`src/rtl/mixer_ctrl_pkg.sv`:
```
//==============================================================================
// Package     : mixer_ctrl_pkg
// Description : Shared definitions for the mixer control path: frame sync
//               byte, frame-status codes, parser state encoding, default mixer
//               dimensions (shared with the coefficient store and mix engine)
//               and the frame checksum helper.
// Revision    : 1.0 - initial release
//==============================================================================
`default_nettype none

package mixer_ctrl_pkg;

  // First byte of every host frame.
  localparam logic [7:0] SYNC_BYTE = 8'hA5;

  // Frame status codes reported on ack_code.
  localparam logic [1:0] ACK_OK       = 2'd0;
  localparam logic [1:0] ACK_BAD_CSUM = 2'd1;
  localparam logic [1:0] ACK_BAD_ADDR = 2'd2;
  localparam logic [1:0] ACK_TIMEOUT  = 2'd3;

  // Default mixer dimensions. Input address 0 selects the output gain, so the
  // valid input range is 0..NUM_INPUTS inclusive.
  localparam int DEFAULT_NUM_INPUTS  = 6;
  localparam int DEFAULT_NUM_OUTPUTS = 4;

  // Parser state encoding.
  typedef enum logic [2:0] {
    ST_HUNT      = 3'd0,
    ST_ADDR      = 3'd1,
    ST_HI        = 3'd2,
    ST_LO        = 3'd3,
    ST_CSUM      = 3'd4,
    ST_WAIT_TICK = 3'd5
  } state_e;

  // Checksum covers the address byte and both coefficient bytes.
  function automatic logic [7:0] frame_csum(input logic [7:0] addr_byte,
                                            input logic [7:0] coeff_hi,
                                            input logic [7:0] coeff_lo);
    return addr_byte ^ coeff_hi ^ coeff_lo;
  endfunction

endpackage

`default_nettype wire

```
`src/rtl/mixer_frame_timer.sv`:
```
//==============================================================================
// Module      : mixer_frame_timer
// Description : Inter-byte idle counter for the frame parser. Counts cycles
//               while enabled and not cleared; o_terminal is high on the cycle
//               that is the TIMEOUT_CYCLES-th consecutive idle cycle.
// Ports       : CLK        in  clock
//               RST        in  synchronous active-high reset
//               i_clear    in  restart the count (a byte was accepted)
//               i_enable   in  count only while a frame is being received
//               o_terminal out idle limit reached this cycle
// Revision    : 1.0 - initial release
//==============================================================================
`default_nettype none

module mixer_frame_timer #(
  parameter int TIMEOUT_CYCLES = 50000
) (
  input  logic CLK,
  input  logic RST,
  input  logic i_clear,
  input  logic i_enable,
  output logic o_terminal
);

  localparam int c_CNT_W = (TIMEOUT_CYCLES > 1) ? $clog2(TIMEOUT_CYCLES) : 1;
  localparam logic [c_CNT_W-1:0] c_LAST = c_CNT_W'(TIMEOUT_CYCLES - 1);

  // r_count holds the number of idle cycles already completed, so the current
  // cycle is idle cycle r_count+1; terminal fires when that equals the limit.
  logic [c_CNT_W-1:0] r_count;

  always_ff @(posedge CLK) begin
    if (RST || i_clear || !i_enable) begin
      r_count <= '0;
    end else if (r_count != c_LAST) begin
      r_count <= r_count + c_CNT_W'(1);
    end
  end

  assign o_terminal = i_enable && (r_count == c_LAST);

endmodule

`default_nettype wire

```
`src/rtl/mixer_coeff_loader.sv`:
```
//==============================================================================
// Module      : mixer_coeff_loader
// Description : Host-side write controller for the mixer coefficient store.
//               Parses framed bytes A5|addr|coeff_hi|coeff_lo|csum, validates
//               each frame, reports status, and issues the store write either
//               on the next sample_tick or directly after the checksum.
// Ports       : CLK           in   clock
//               RST           in   synchronous active-high reset
//               rx_valid      in   byte available
//               rx_data[7:0]  in   byte from host
//               rx_ready      out  byte accepted when rx_valid && rx_ready
//               sample_tick   in   audio sample boundary strobe
//               latch_out     out  one-cycle store write strobe
//               coeff_out     out  coefficient to write
//               in_addr_out   out  input (column) address
//               out_addr_out  out  output (row) address
//               busy          out  frame in progress or write pending
//               ack_valid     out  one-cycle frame status strobe
//               ack_code      out  0 OK, 1 BAD_CSUM, 2 BAD_ADDR, 3 TIMEOUT
//               err_count     out  saturating count of non-OK frames
// Revision    : 1.0 - initial release
//==============================================================================
`default_nettype none

module mixer_coeff_loader
  import mixer_ctrl_pkg::*;
#(
  parameter int NUM_INPUTS     = DEFAULT_NUM_INPUTS,
  parameter int NUM_OUTPUTS    = DEFAULT_NUM_OUTPUTS,
  parameter int TIMEOUT_CYCLES = 50000,
  parameter bit SYNC_TO_TICK   = 1'b1
) (
  input  logic        CLK,
  input  logic        RST,
  input  logic        rx_valid,
  input  logic [7:0]  rx_data,
  output logic        rx_ready,
  input  logic        sample_tick,
  output logic        latch_out,
  output logic [15:0] coeff_out,
  output logic [3:0]  in_addr_out,
  output logic [3:0]  out_addr_out,
  output logic        busy,
  output logic        ack_valid,
  output logic [1:0]  ack_code,
  output logic [7:0]  err_count
);

  state_e      r_state;
  state_e      w_state_next;

  // Frame fields captured as they arrive.
  logic [7:0]  r_addr_byte;
  logic [7:0]  r_coeff_hi;
  logic [7:0]  r_coeff_lo;

  // Registered outputs.
  logic        r_latch;
  logic        r_ack_valid;
  logic [1:0]  r_ack_code;
  logic [15:0] r_coeff_out;
  logic [3:0]  r_in_addr;
  logic [3:0]  r_out_addr;
  logic [7:0]  r_err_count;

  logic        w_accept;
  logic        w_in_frame;
  logic        w_terminal;
  logic        w_timeout;
  logic        w_csum_ok;
  logic        w_addr_ok;
  logic        w_ack_valid_next;
  logic [1:0]  w_ack_code_next;
  logic        w_latch_next;
  logic        w_load;
  logic        w_err_inc;

  // Backpressure only while a validated write waits for its sample tick.
  assign rx_ready   = (r_state != ST_WAIT_TICK);
  assign busy       = (r_state != ST_HUNT);
  assign w_accept   = rx_valid && rx_ready;
  assign w_in_frame = (r_state == ST_ADDR) || (r_state == ST_HI) ||
                      (r_state == ST_LO)   || (r_state == ST_CSUM);

  mixer_frame_timer #(
    .TIMEOUT_CYCLES (TIMEOUT_CYCLES)
  ) u_frame_timer (
    .CLK        (CLK),
    .RST        (RST),
    .i_clear    (w_accept),
    .i_enable   (w_in_frame),
    .o_terminal (w_terminal)
  );

  // A byte arriving on the terminal cycle keeps the frame alive.
  assign w_timeout = w_terminal && !w_accept;

  // Both checks are evaluated against the checksum byte currently on rx_data;
  // they only matter in ST_CSUM.
  assign w_csum_ok = (frame_csum(r_addr_byte, r_coeff_hi, r_coeff_lo) == rx_data);
  assign w_addr_ok = (int'(r_addr_byte[7:4]) <  NUM_OUTPUTS) &&
                     (int'(r_addr_byte[3:0]) <= NUM_INPUTS);

  always_ff @(posedge CLK) begin
    if (RST) begin
      r_state <= ST_HUNT;
    end else begin
      r_state <= w_state_next;
    end
  end

  always_comb begin
    w_state_next     = r_state;
    w_ack_valid_next = 1'b0;
    w_ack_code_next  = r_ack_code;
    w_latch_next     = 1'b0;
    w_load           = 1'b0;
    w_err_inc        = 1'b0;

    case (r_state)
      ST_HUNT: begin
        if (w_accept && (rx_data == SYNC_BYTE)) begin
          w_state_next = ST_ADDR;
        end
      end
      ST_ADDR: if (w_accept) w_state_next = ST_HI;
      ST_HI:   if (w_accept) w_state_next = ST_LO;
      ST_LO:   if (w_accept) w_state_next = ST_CSUM;
      ST_CSUM: begin
        if (w_accept) begin
          w_ack_valid_next = 1'b1;
          w_state_next     = ST_HUNT;
          if (!w_csum_ok) begin
            w_ack_code_next = ACK_BAD_CSUM;
            w_err_inc       = 1'b1;
          end else if (!w_addr_ok) begin
            w_ack_code_next = ACK_BAD_ADDR;
            w_err_inc       = 1'b1;
          end else begin
            w_ack_code_next = ACK_OK;
            w_load          = 1'b1;
            if (SYNC_TO_TICK) begin
              w_state_next = ST_WAIT_TICK;
            end else begin
              w_latch_next = 1'b1;
            end
          end
        end
      end
      ST_WAIT_TICK: begin
        // Entered the cycle after the checksum, so a tick coincident with the
        // checksum byte is never seen here.
        if (sample_tick) begin
          w_latch_next = 1'b1;
          w_state_next = ST_HUNT;
        end
      end
      default: w_state_next = ST_HUNT;
    endcase

    // Timer is only enabled in ADDR..CSUM, and never fires on a byte cycle.
    if (w_timeout) begin
      w_state_next     = ST_HUNT;
      w_ack_valid_next = 1'b1;
      w_ack_code_next  = ACK_TIMEOUT;
      w_err_inc        = 1'b1;
    end
  end

  always_ff @(posedge CLK) begin
    if (RST) begin
      r_addr_byte <= '0;
      r_coeff_hi  <= '0;
      r_coeff_lo  <= '0;
    end else if (w_accept) begin
      case (r_state)
        ST_ADDR: r_addr_byte <= rx_data;
        ST_HI:   r_coeff_hi  <= rx_data;
        ST_LO:   r_coeff_lo  <= rx_data;
        default: ;
      endcase
    end
  end

  always_ff @(posedge CLK) begin
    if (RST) begin
      r_latch     <= 1'b0;
      r_ack_valid <= 1'b0;
      r_ack_code  <= ACK_OK;
      r_coeff_out <= '0;
      r_in_addr   <= '0;
      r_out_addr  <= '0;
      r_err_count <= '0;
    end else begin
      r_latch     <= w_latch_next;
      r_ack_valid <= w_ack_valid_next;
      r_ack_code  <= w_ack_code_next;
      // Store-facing outputs change only when a validated frame loads them.
      if (w_load) begin
        r_coeff_out <= {r_coeff_hi, r_coeff_lo};
        r_in_addr   <= r_addr_byte[3:0];
        r_out_addr  <= r_addr_byte[7:4];
      end
      if (w_err_inc && (r_err_count != 8'hFF)) begin
        r_err_count <= r_err_count + 8'd1;
      end
    end
  end

  assign latch_out    = r_latch;
  assign ack_valid    = r_ack_valid;
  assign ack_code     = r_ack_code;
  assign coeff_out    = r_coeff_out;
  assign in_addr_out  = r_in_addr;
  assign out_addr_out = r_out_addr;
  assign err_count    = r_err_count;

endmodule

`default_nettype wire
```
`config.mk`:
```
export PLATFORM = sky130hd
export DESIGN_NAME = mixer_coeff_loader
export DESIGN_NICKNAME = d
export VERILOG_FILES = /design/src/rtl/mixer_ctrl_pkg.sv /design/src/rtl/mixer_frame_timer.sv /design/src/rtl/mixer_coeff_loader.sv
export SDC_FILE = /design/constraint.sdc
export NUM_CORES = 1
export LEC_CHECK = 0
export BUFFER_PORTS_ARGS = -buffer_cell sky130_fd_sc_hd__clkbuf_2
export CORE_MARGIN = 1.5
export CORE_UTILIZATION = 53
export CTS_CLUSTER_SIZE = 12
export DETAILED_ROUTE_END_ITERATION = 10
export GPL_TIMING_DRIVEN = 0
export PLACE_DENSITY_LB_ADDON = 0.05
export SETUP_SLACK_MARGIN = 0.2
export SYNTH_ARGS = -nofsm -noshare
export SYNTH_HDL_FRONTEND = slang
export SYNTH_HIERARCHICAL = 1
export SYNTH_SLANG_ARGS = --single-unit
```
`constraint.sdc`:
```
create_clock -name CLK -period 7.9 [get_ports CLK]
set_input_delay 0 -clock CLK [delete_from_list [all_inputs] [get_ports CLK]]
set_output_delay 0 -clock CLK [all_outputs]
set_load 0.1 [all_outputs]
```
==> metrics.md, run 1 <==
| Metric | Value |
|---|---|
| Drt pass-1 iters | 8 |
| Crit path time final | 2982 ps |
| Register area share after synthesis | 0.4457 |
| Asr flop ratio synth | 0 |
| Vias in the first global route | 2,775 |
| #FFs+latches synth | 79 |
| Top-count cell post-synth | dfxtp_1 |
| CP peak stage delay | 620 ps |
| Core Region | ~0.0064 mm^2 |
| Failing checks | design-rule violations |
| DIE WIDTH | 84.83 um |
| Die H | 84.83 um |
| Clock slew at reported path FFs | 80 ps |
| Post-synth EDFFs | 0 |
| Final net count | 461 |
| Io pins | 50 |
| Setup TNS | 0 ps |
| Synth cell types | 46 |
| # DRC | 3 |
| Crit Path Category | flop to flop |
| Slowest-stage cell, CP | nor4_4 |
| Total wire length | roughly 7.5 mm |
| Die area | 0.007195 mm^2 |
| Post-synth design cell area | 0.003548 mm^2 |
| Largest cells by area after synthesis | dfxtp_1 45%, mux2i_1 11%, xnor2_1 7.4% |
| Leakage | 0.001508 uW |
| Max-capacitance violation count | 0 |
| Initial Utilization | 0.5525 |
| Top cells by count, synth | 79 x dfxtp_1, 53 x nor2_1, 38 x mux2i_1, 30 x xnor2_1, 26 x nand2_1 |
| Status | complete, but fails checks |
| Area leader, netlist | dfxtp_1 |
| Gr ovfl total | 0 |
| Tcrit/Tclk final | 0.3775 |
| DP HPWL | 5.244 mm |
| R2R depth | 10 |
| Slew @ Worst Pin | 913.9 ps |
| RR Endpoint | err_count[5]$_SDFFE_PP0P_ |
| Core Util, Final | 0.6550 |
| Area of the multi-input gates | ~0.0018 mm^2 |
| Mapped Cells | roughly 380 |
| CP startpoint kind | flop |
| F_max | 335.4 MHz |
| Vias per inst | 5.365 |
| Max transition margin | 0.3885 |
| Port Buffers | 48 |
| Placed cell areas | 0.003885 mm^2 |
| CTS max path bufs | 2 |
| Synth Area per Inst | 9.363 um^2 |
| CTS buffer count | 9 |
| Hold crit path type | input pin to flop |
| Setup Fix Bufs, Post-CTS | 0 |
| Final setup viols | 0 |
| Sequential cell area | roughly 0.0016 mm^2 |
| Antenna violations before repair | 0 |
| Clock sinks | 79 |
| Worst Path Required | 8170 ps |
| Antenna Diode Count | 0 |
| DRT antenna net count | 0 |
| Htree depth | 3 |
| Global Route Usage Sum | 0.2267 |
| Global-route wire length before repair | between 10 and 15 mm |
| RSZ-0062 raised after global routing | no |
| Fin area | 0.004207 mm^2 |
| Via Count | 2,838 |
| Area growth, synth to finish | 18.55% |
| Clock root buffer | clkbuf_8 |
| Critical path's top delay family | simple AND/OR/NAND/NOR gates |
| WP depth | 10 |
| # rows | 29 |
| Worst r2r src | u_frame_timer/r_count[0]$_SDFFE_PP0P_ |
| R2R Setup Slk | 4920 ps |
| Placer Congestion | around 0.8 |
| Crit path buf inv count | 2 |
| DR WL/cell | ~14 um |
| Top_reg_cell synth | dfxtp_1 |
| CTS tree | done |
| Largest net degree at the start of global routing | 14 |
| PD cells | about 180 mW/mm^2 |
| Ys Warns | 6 |
| Final Hold Viols | 0 |
| Layout Skew | about 7.9 ps |
| Synth top area share | 0.4457 |
| 1st-iter DRT viols | 165 |
| Critical Path Source | u_frame_timer/r_count[0]$_SDFFE_PP0P_ |
| Slew Viols, Final | 0 |
| WP data arrival | 3260 ps |
| Maximum VDD drop | approximately 120 uV |
| Fill cell count | 570 |
| CP Capture Point | err_count[5]$_SDFFE_PP0P_ |
| Syn_nets | approximately 390 |
| Clock Latency Late Sink | between 300 and 400 ps |
| Crit path cell chain | ha_1 -> nand3_1 -> nor4_4 -> and2_1 -> nand2b_4 -> buf_6 -> a21o_1 -> buf_2 -> or4_1 -> a21oi_1 |
| Endpoint type of the worst setup path | flop |
| CP max FO | 10 |
| Layout cell share with drive strength beyond 1 | 0.1814 |
## placed cells by master, fill, tap and decap left out, types with 11 or more instances in the layout
cell | synthesis | layout
clkbuf_8 | 0 | 11
mux2i_1 | 38 | 38
dfxtp_1 | 79 | 79
nor2_1 | 53 | 53
clkbuf_1 | 12 | 12
o21ai_0 | 11 | 11
xnor2_1 | 30 | 30
clkbuf_2 | 0 | 48
a21oi_1 | 25 | 25
nand3_1 | 12 | 12
nand2_1 | 26 | 26
## per-layer routing
metal / global-route usage / routed length [um]
met4: 0.07899 / 66
met2: 0.3796 / 3661
met1: 0.2914 / 3559
met5: 0 / 0
met3: 0.04767 / 212
## tightest hold or removal path, delay by kind of cell
kind	cells	cell delay, ps
AND/OR/NAND/NOR	2	240
buffers and inverters	1	90
AO/OA/AOI/OAI	1	60
## cell families after synthesis
| logic type | after synthesis | share of synthesized area |
|---|---|---|
| XOR/XNOR | 36 | 0.08886 |
| multiplexers | 39 | 0.1104 |
| buffers and inverters | 26 | 0.03879 |
| flip-flops | 79 | 0.4457 |
| AND/OR/NAND/NOR | 147 | 0.2281 |
| AO/OA/AOI/OAI | 50 | 0.08110 |
| adder cells (fa/ha/maj) | 2 | 0.007051 |
## metrics by stage
| stage | cells | hold slack, ps | setup WS, ps | total power [uW] |
|---|---|---|---|---|
| floorplan | 379 | 136.0 | 5214 | 421.4 |
| global route | 529 | 127.3 | 4572 | 792.5 |
| CTS | 529 | 84.45 | 4885 | 772.1 |
| detailed placement | 504 | 273.7 | 4895 | 430.9 |
| global placement | 504 | 268.7 | 4938 | 430.7 |
| finish | 529 | 95.71 | 4918 | 764.4 |
## sequential cells by signal, indices dropped and copies added, names as in the netlist, 2 cells and up
register,flops
r_addr_byte,8
ack_code,2
in_addr_out,4
coeff_out,16
u_frame_timer/r_count,16
r_state,3
err_count,8
r_coeff_hi,8
r_coeff_lo,8
out_addr_out,4
## cell type report
type,instances,area share
clock buffer,11,0.03599
timing repair buffer,57,0.07852
multi-input combinational,274,0.4349
buffer,19,0.02647
clock inverter,5,0.01904
sequential,79,0.3760
inverter,7,0.006246
tap,77,0.02290
## worst min path at each step
stage / depth (start not counted) / endpoint / slack, ps / start
after global placement: 2 / latch_out$_SDFF_PP0_ / 270 / sample_tick
after global routing: 4 / u_frame_timer/r_count[7]$_SDFFE_PP0P_ / 130 / RST
after CTS: 4 / u_frame_timer/r_count[7]$_SDFFE_PP0P_ / 80 / RST
after floorplan: 2 / r_coeff_lo[0]$_SDFFE_PP0P_ / 140 / rx_data[0]
after detailed placement: 2 / latch_out$_SDFF_PP0_ / 270 / sample_tick
final: 4 / u_frame_timer/r_count[7]$_SDFFE_PP0P_ / 100 / RST
## timing repair
action / 4_1_cts / 5_1_grt
endpoints found under the hold margin: 24 / 0
hold buffers: 9 / 0
resized for setup: 0 / 0
## power by group
group	switching, uW	internal (uW)
Combinational	16.1	10.8
Sequential	0.201	398
Clock	145	195
Power figures use the tool's default switching activity.
==> run 2: changes to the inputs <==
- CORE_UTILIZATION: 53 -> 51
- clock period: 7.9 -> 2.45 ns (I/O delays scaled with it)
==> metrics.md, run 2 (synthesis results as in run 1) <==
| Metric | Value |
|---|---|
| Status | complete, but fails checks |
| Failing checks | negative setup slack |
| Sequential share of power | 0.524 (+0.003) |
| Antenna Diode Count | 0 (unchanged) |
| DIE WIDTH | 86.41 um (+1.9%) |
| # DRC | 0 (-3) |
| Antenna violations before repair | 0 (unchanged) |
| Io pins | 50 (unchanged) |
| Placer Congestion | 0.8199 (+2.4%) |
| Switching power | 556.7 uW (+250%) |
| Layout cell share with drive strength beyond 1 | 0.2398 (+0.05841) |
| Via Count | 2,950 (+3.9%) |
| Sw Ratio | 0.2272 (+0.01658) |
| Final setup viols | 4 (+4) |
| 1st-iter DRT viols | 86 (-48%) |
| Setup WS post-layout | -93.76 ps (-5012 ps) |
| F_max | 393.1 MHz (+17%) |
| Clock slew at reported path FFs | 90 ps (about the same) |
| Clock power share | 0.439 (-0.005) |
| Global-route wire length before repair | 13.23 mm (+2.1%) |
| CP max FO | 5 (-5) |
| DRT antenna net count | 0 (unchanged) |
| Clock root buffer | clkbuf_8 |
| Tcrit/Tclk final | 1.038 (+0.6608) |
| Final net count | 476 (+3.3%) |
| Combinational power share | 0.037 (+0.002) |
| WP data arrival | 2830 ps (-430 ps) |
| Vias per inst | 5.393 (+0.53%) |
| Drt pass-1 iters | 4 (-4) |
| Hold crit path type | input pin to flop |
| Clock Latency Late Sink | 350 ps (about the same) |
| DP HPWL | 5.331 mm (+1.6%) |
| Max-capacitance violation count | 0 (unchanged) |
| Htree depth | 3 (unchanged) |
| Slew Viols, Final | 0 (unchanged) |
| Maximum VDD drop | 329.9 uV (+180%) |
| R2R Setup Slk | -90 ps (-5010 ps) |
| Leakage | 0.001606 uW (+6.5%) |
| Crit path time final | 2544 ps (-438.2 ps) |
| Port Buffers | 48 (unchanged) |
| CTS buffer count | 9 (unchanged) |
| Initial Utilization | 0.5252 (-0.02732) |
| RSZ-0062 raised after global routing | yes |
| Layout Skew | 10.57 ps (+2.638 ps) |
| Largest net degree at the start of global routing | 15 (+1) |
| Gr ovfl total | 0 (unchanged) |
| Most frequent cells in the layout | 74 x dfxtp_1, 53 x nor2_1, 48 x clkbuf_2 |
| Die area | 0.007467 mm^2 (+3.8%) |
| Worst Path Required | 2730 ps (-5440 ps) |
| Die H | 86.41 um (+1.9%) |
| # rows | 30 (+3.4%) |
| Slew @ Worst Pin | 976.1 ps (+62.28 ps) |
| Most common cell after layout, fill and taps aside | dfxtp_1 |
| DR WL/cell | 14.59 um (+2.9%) |
| Crit Path Category | flop to flop |
| Max transition margin | 0.3468 (-0.04167) |
| Vias in the first global route | 2,734 (-1.5%) |
| CTS max path bufs | 2 (unchanged) |
| Endpoint type of the worst setup path | flop |
| PD cells | 553.7 mW/mm^2 (+200%) |
| Total power | 2450 uW (+220%) |
| Worst slack on hold paths | 90.03 ps (-5.677 ps) |
| Int Pwr | 1893 uW (+210%) |
| Total wire length | 7.982 mm (+6.4%) |
| Core Region | 0.006756 mm^2 (+5.2%) |
| CP startpoint kind | flop |
| Final Hold Viols | 0 (unchanged) |
| Global Route Usage Sum | 0.2272 (+0.0005739) |
| Area growth, synth to finish | 24.68% |
| Clock sinks | 79 (unchanged) |
| CTS tree | done |
-- run 2: cell types whose count changed in the layout (fill, tap and decap cells not counted), moves of 2 or more --
cell,before,now
dfxtp_2,0,4
a211oi_2,0,2
clkbuf_8,11,9
buf_6,5,7
a211oi_1,2,0
o31ai_2,0,2
buf_4,0,14
clkinv_4,0,2
o31ai_1,6,3
dfxtp_1,79,74
-- run 2: metal layers --
metal | part of all wire | up-vias | track usage
met5 | 0 | - | 0
met2 | 0.46 | 61 | 0.3572
met1 | 0.48 | 1392 | 0.3082
li1 | - | 1487 | -
met4 | 0.013 | 0 | 0.08065
met3 | 0.047 | 10 | 0.05048
-- run 2: power by group through the flow --
stage	clock network [uW]	registers, uW	logic (uW)
5_1_grt	1150	1280	99.2
3_3_place_gp	0	1310	76.2
4_1_cts	1090	1280	88.6
6_report	1080	1280	91.6
3_5_place_dp	0	1310	76.4
2_1_floorplan	0	1310	45.1
-- run 2: layout make-up --
class	count	area, um^2
inverters	7	26.28
well taps	80	100.1
repair buffers	72	446.7
plain buffers	19	117.6
multi-input cells	274	1922
clock inverters	7	97.59
clock buffers	9	123.9
flip-flops and latches	79	1590
fillers	588	2332
-- run 2: critical path: stages (launching register included) --
cell and delay (ps):
dfxtp_2 330, or4b_4 540, nor4_4 340, and2_4 200, nand2b_4 50, buf_6 120
a21o_1 180, buf_6 130, buf_4 130, or3b_1 340, a21oi_1 130
-- run 2: worst paths after layout --
path / startpoint / endpoint / cells after the start
worst max-delay path: u_frame_timer/r_count[7]$_SDFFE_PP0P_ / err_count[1]$_SDFFE_PP0P_ / 10
worst min-delay path: RST / u_frame_timer/r_count[7]$_SDFFE_PP0P_ / 4
worst max register to register: u_frame_timer/r_count[7]$_SDFFE_PP0P_ / err_count[1]$_SDFFE_PP0P_ / 10
worst min register to register: out_addr_out[2]$_SDFFE_PP0P_ / out_addr_out[2]$_SDFFE_PP0P_ / 1
-- run 2: timing repair --
| item | CTS | global route |
|---|---|---|
| hold endpoints to repair | 22 | 0 |
| hold buffers | 9 | 0 |
| pin swaps | 13 | 8 |
| gates resized for setup | 12 | 8 |
| setup endpoints to repair | 28 | 22 |
| buffers inserted | 15 | 0 |
-- run 2: through the flow --
stage	setup TNS [ps]	std cells	worst slack [ps]	area [um^2]	utilization
floorplan	-636.4	379	-179.0	3571	-
global placement	-2599	507	-468.7	3911	0.5789
detailed placement	-3111	507	-536.5	3911	0.5789
CTS	-359.2	547	-95.13	4373	0.6472
global route	-789.6	547	-202.8	4424	0.6548
finish	-271.5	547	-93.76	4424	0.6548
==> run 3: changes to the inputs <==
- SYNTH_HIERARCHICAL: 1 -> unset
==> metrics.md, run 3 <==
| Metric | Value |
|---|---|
| Top-count cell post-synth | dfxtp_1 |
| Clock root buffer | clkbuf_8 |
| Slowest-stage cell, CP | or4_1 |
| Sequential cell area | 0.001594 mm^2 (+0.24%) |
| #FFs+latches synth | 79 (unchanged) |
| Hold crit path type | input pin to flop |
| RSZ-0062 raised after global routing | no |
| Io pins | 50 (unchanged) |
| Htree depth | 3 (unchanged) |
| Most frequent cells in the layout | 73 x dfxtp_1, 59 x nor2_1, 50 x clkbuf_2 |
| Gr ovfl total | 0 (unchanged) |
| Die H | 85.99 um (-0.49%) |
| Layout Skew | 9.260 ps (-1.312 ps) |
| Final Hold Viols | 0 (unchanged) |
| DR WL met2 | 3.910 mm (+5.9%) |
| DR WL met3 | 326 um (-14%) |
| Post-synth EDFFs | 0 (unchanged) |
| Synth cell types | 47 (+2.2%) |
| Register area share after synthesis | 0.4503 (+0.004605) |
| Crit path buf inv count | 1 (-2) |
| Area leader, netlist | dfxtp_1 |
| Crit Path Category | flop to flop |
| Syn_nets | 390 (-0.76%) |
| DIE WIDTH | 85.99 um (-0.49%) |
| Leakage | 0.001623 uW (+1.0%) |
| Fill cell count | 586 (-0.34%) |
| Post-Route M1 WL | 3.423 mm (-10%) |
| Die area | 0.007393 mm^2 (-0.98%) |
| Most common cell after layout, fill and taps aside | dfxtp_1 |
| Post-Layout Cell Count | 543 (-0.73%) |
| Core Region | 0.006719 mm^2 (-0.56%) |
| Total wire length | 7.792 mm (-2.4%) |
| # rows | 30 (unchanged) |
| DR WL/cell | 14.35 um (-1.7%) |
| CTS max path bufs | 2 (unchanged) |
| Initial Utilization | 0.5227 (-0.002466) |
| Worst Path Required | 2730 ps (about the same) |
| Setup TNS | 0 ps (+271.5 ps) |
| Critical path's top delay family | simple AND/OR/NAND/NOR gates |
| Synth top area share | 0.4503 (+0.004605) |
| Max-capacitance violation count | 0 (unchanged) |
| Drt pass-1 iters | 4 (unchanged) |
| Vias in the first global route | 2,526 (-7.6%) |
| Layout cell share with drive strength beyond 1 | 0.2289 (-0.01089) |
| Area of the multi-input gates | 0.001879 mm^2 (-2.2%) |
| DP HPWL | 5.247 mm (-1.6%) |
| Synth Area per Inst | 9.341 um^2 (-0.23%) |
| Endpoint type of the worst setup path | flop |
| Vias per inst | 5.352 (-0.77%) |
| Port Buffers | 49 (+2.1%) |
| Largest net degree at the start of global routing | 14 (-1) |
| DRT antenna net count | 0 (unchanged) |
| CTS tree | done |
| Slew Viols, Final | 0 (unchanged) |
| # DRC | 0 (unchanged) |
| Tcrit/Tclk final | 0.8749 (-0.1634) |
| Global-route wire length before repair | 12.34 mm (-6.8%) |
| Mapped Cells | 376 (-0.79%) |
| Via Count | 2,906 (-1.5%) |
| Top Layer Used | met4 |
| Antenna Diode Count | 0 (unchanged) |
| Clock slew at reported path FFs | 80 ps (about the same) |
| Clock sinks | 79 (unchanged) |
| CP max FO | 8 (+3) |
| Antenna violations before repair | 0 (unchanged) |
| Maximum VDD drop | 451.2 uV (+37%) |
| CP startpoint kind | flop |
| Ys Warns | 0 (-6) |
| Final setup viols | 0 (-4) |
| Top_reg_cell synth | dfxtp_1 |
| Max transition margin | 0.3918 (+0.04497) |
| Status | finished clean |
| Clock Latency Late Sink | 360 ps (about the same) |
| Crit path time final | 2143 ps (-400.4 ps) |
| WP data arrival | 2420 ps (-410 ps) |
| F_max | 466.5 MHz (+19%) |
| Placer Congestion | 0.7925 (-3.3%) |
| 1st-iter DRT viols | 116 (+35%) |
| CP peak stage delay | 390 ps (-150 ps) |
| Global Route Usage Sum | 0.2150 (-0.01227) |
| CTS buffer count | 9 (unchanged) |
| Post-synth design cell area | 0.003512 mm^2 (-1.0%) |
| Asr flop ratio synth | 0 (unchanged) |
| Largest cells by area after synthesis | dfxtp_1 45%, mux2i_1 11%, nor2_1 6.3% |
| Crit path cell chain | ha_4 -> and4b_2 -> nand4_4 -> or2_4 -> buf_8 -> a21o_4 -> or4_1 -> a21oi_1 |
| Area growth, synth to finish | 23.94% |
| Slew @ Worst Pin | 908.9 ps (-67.21 ps) |
| Top cells by count, synth | 79 x dfxtp_1, 59 x nor2_1, 38 x mux2i_1, 28 x nand2_1, 24 x xnor2_1 |
| Final net count | 473 (-0.63%) |
| Placed insts | 505 (-0.39%) |
| PD cells | 583.5 mW/mm^2 (+5.4%) |
==> run 3: power breakdown <==
group / switching, uW / internal [uW]
clock: 479 / 701
sequential: 0.124 / 1280
combinational: 47.4 / 32.3
total: 527 / 2010
==> run 3: logic make-up (layout without fill, tap and decap cells) <==
family          Yosys count  in the layout  share of synthesized area
fa+ha+maj                 2              2                   0.007124
simple gates            152            152                     0.2294
xor+xnor                 34             34                    0.08479
flops                    79             79                     0.4503
buf+inv                  20            107                    0.02565
mux                      41             41                     0.1179
compound gates           48             48                    0.08479
==> run 3: worst min-delay path: stages <==
cell      delay, ps
clkbuf_2        150
nand2_1         100
xor2_1           60
nor3_1          120
==> run 3: path summary, 6_finish.rpt <==
kind,startpoint,to,slack (ps),depth (start not counted)
setup / recovery,u_frame_timer.r_count[1]$_SDFFE_PP0N_,err_count[2]$_SDFFE_PP0P_,310,8
hold / removal,rx_valid,r_state[1]$_SDFFE_PP0P_,120,4
setup reg to reg,u_frame_timer.r_count[1]$_SDFFE_PP0N_,err_count[2]$_SDFFE_PP0P_,310,8
hold reg to reg,out_addr_out[3]$_SDFFE_PP0P_,out_addr_out[3]$_SDFFE_PP0P_,480,1
==> run 3: layout make-up <==
| cell class | count | area share |
|---|---|---|
| Buffer | 17 | 0.01926 |
| Timing Repair Buffer | 72 | 0.1012 |
| Multi-Input combinational cell | 277 | 0.4317 |
| Tap cell | 80 | 0.02300 |
| Sequential cell | 79 | 0.3662 |
| Inverter | 3 | 0.002587 |
| Clock inverter | 5 | 0.02443 |
| Clock buffer | 10 | 0.03162 |
==> run 3: layer usage <==
metal / GRT usage / vias up
met5: 0 / -
met4: 0.08358 / 0
met3: 0.06160 / 12
met2: 0.3593 / 52
met1: 0.2619 / 1372
li1: - / 1470
==> run 3: per-stage QoR <==
stage | hold WS (ps) | instance area [um^2] | power (uW) | setup slack [ps] | util
after detailed placement | 266.3 | 3861 | 1380 | 4.206 | 0.5747
after CTS | 102.8 | 4243 | 2559 | 229.8 | 0.6315
after floorplan | 127.4 | 3516 | 1349 | 189.5 | -
after global placement | 266.3 | 3861 | 1379 | 16.30 | 0.5747
after global routing | 176.5 | 4353 | 2625 | 211.1 | 0.6479
final | 120.5 | 4353 | 2540 | 306.6 | 0.6479
==> run 3: repair_timing <==
| item | CTS | global route |
|---|---|---|
| hold buffers | 9 | 0 |
| endpoints found under the hold margin | 26 | 0 |
| endpoints found under the setup margin | 22 | 29 |
| pin swaps | 3 | 9 |
| buffers inserted | 2 | 12 |
| resized for setup | 8 | 8 |
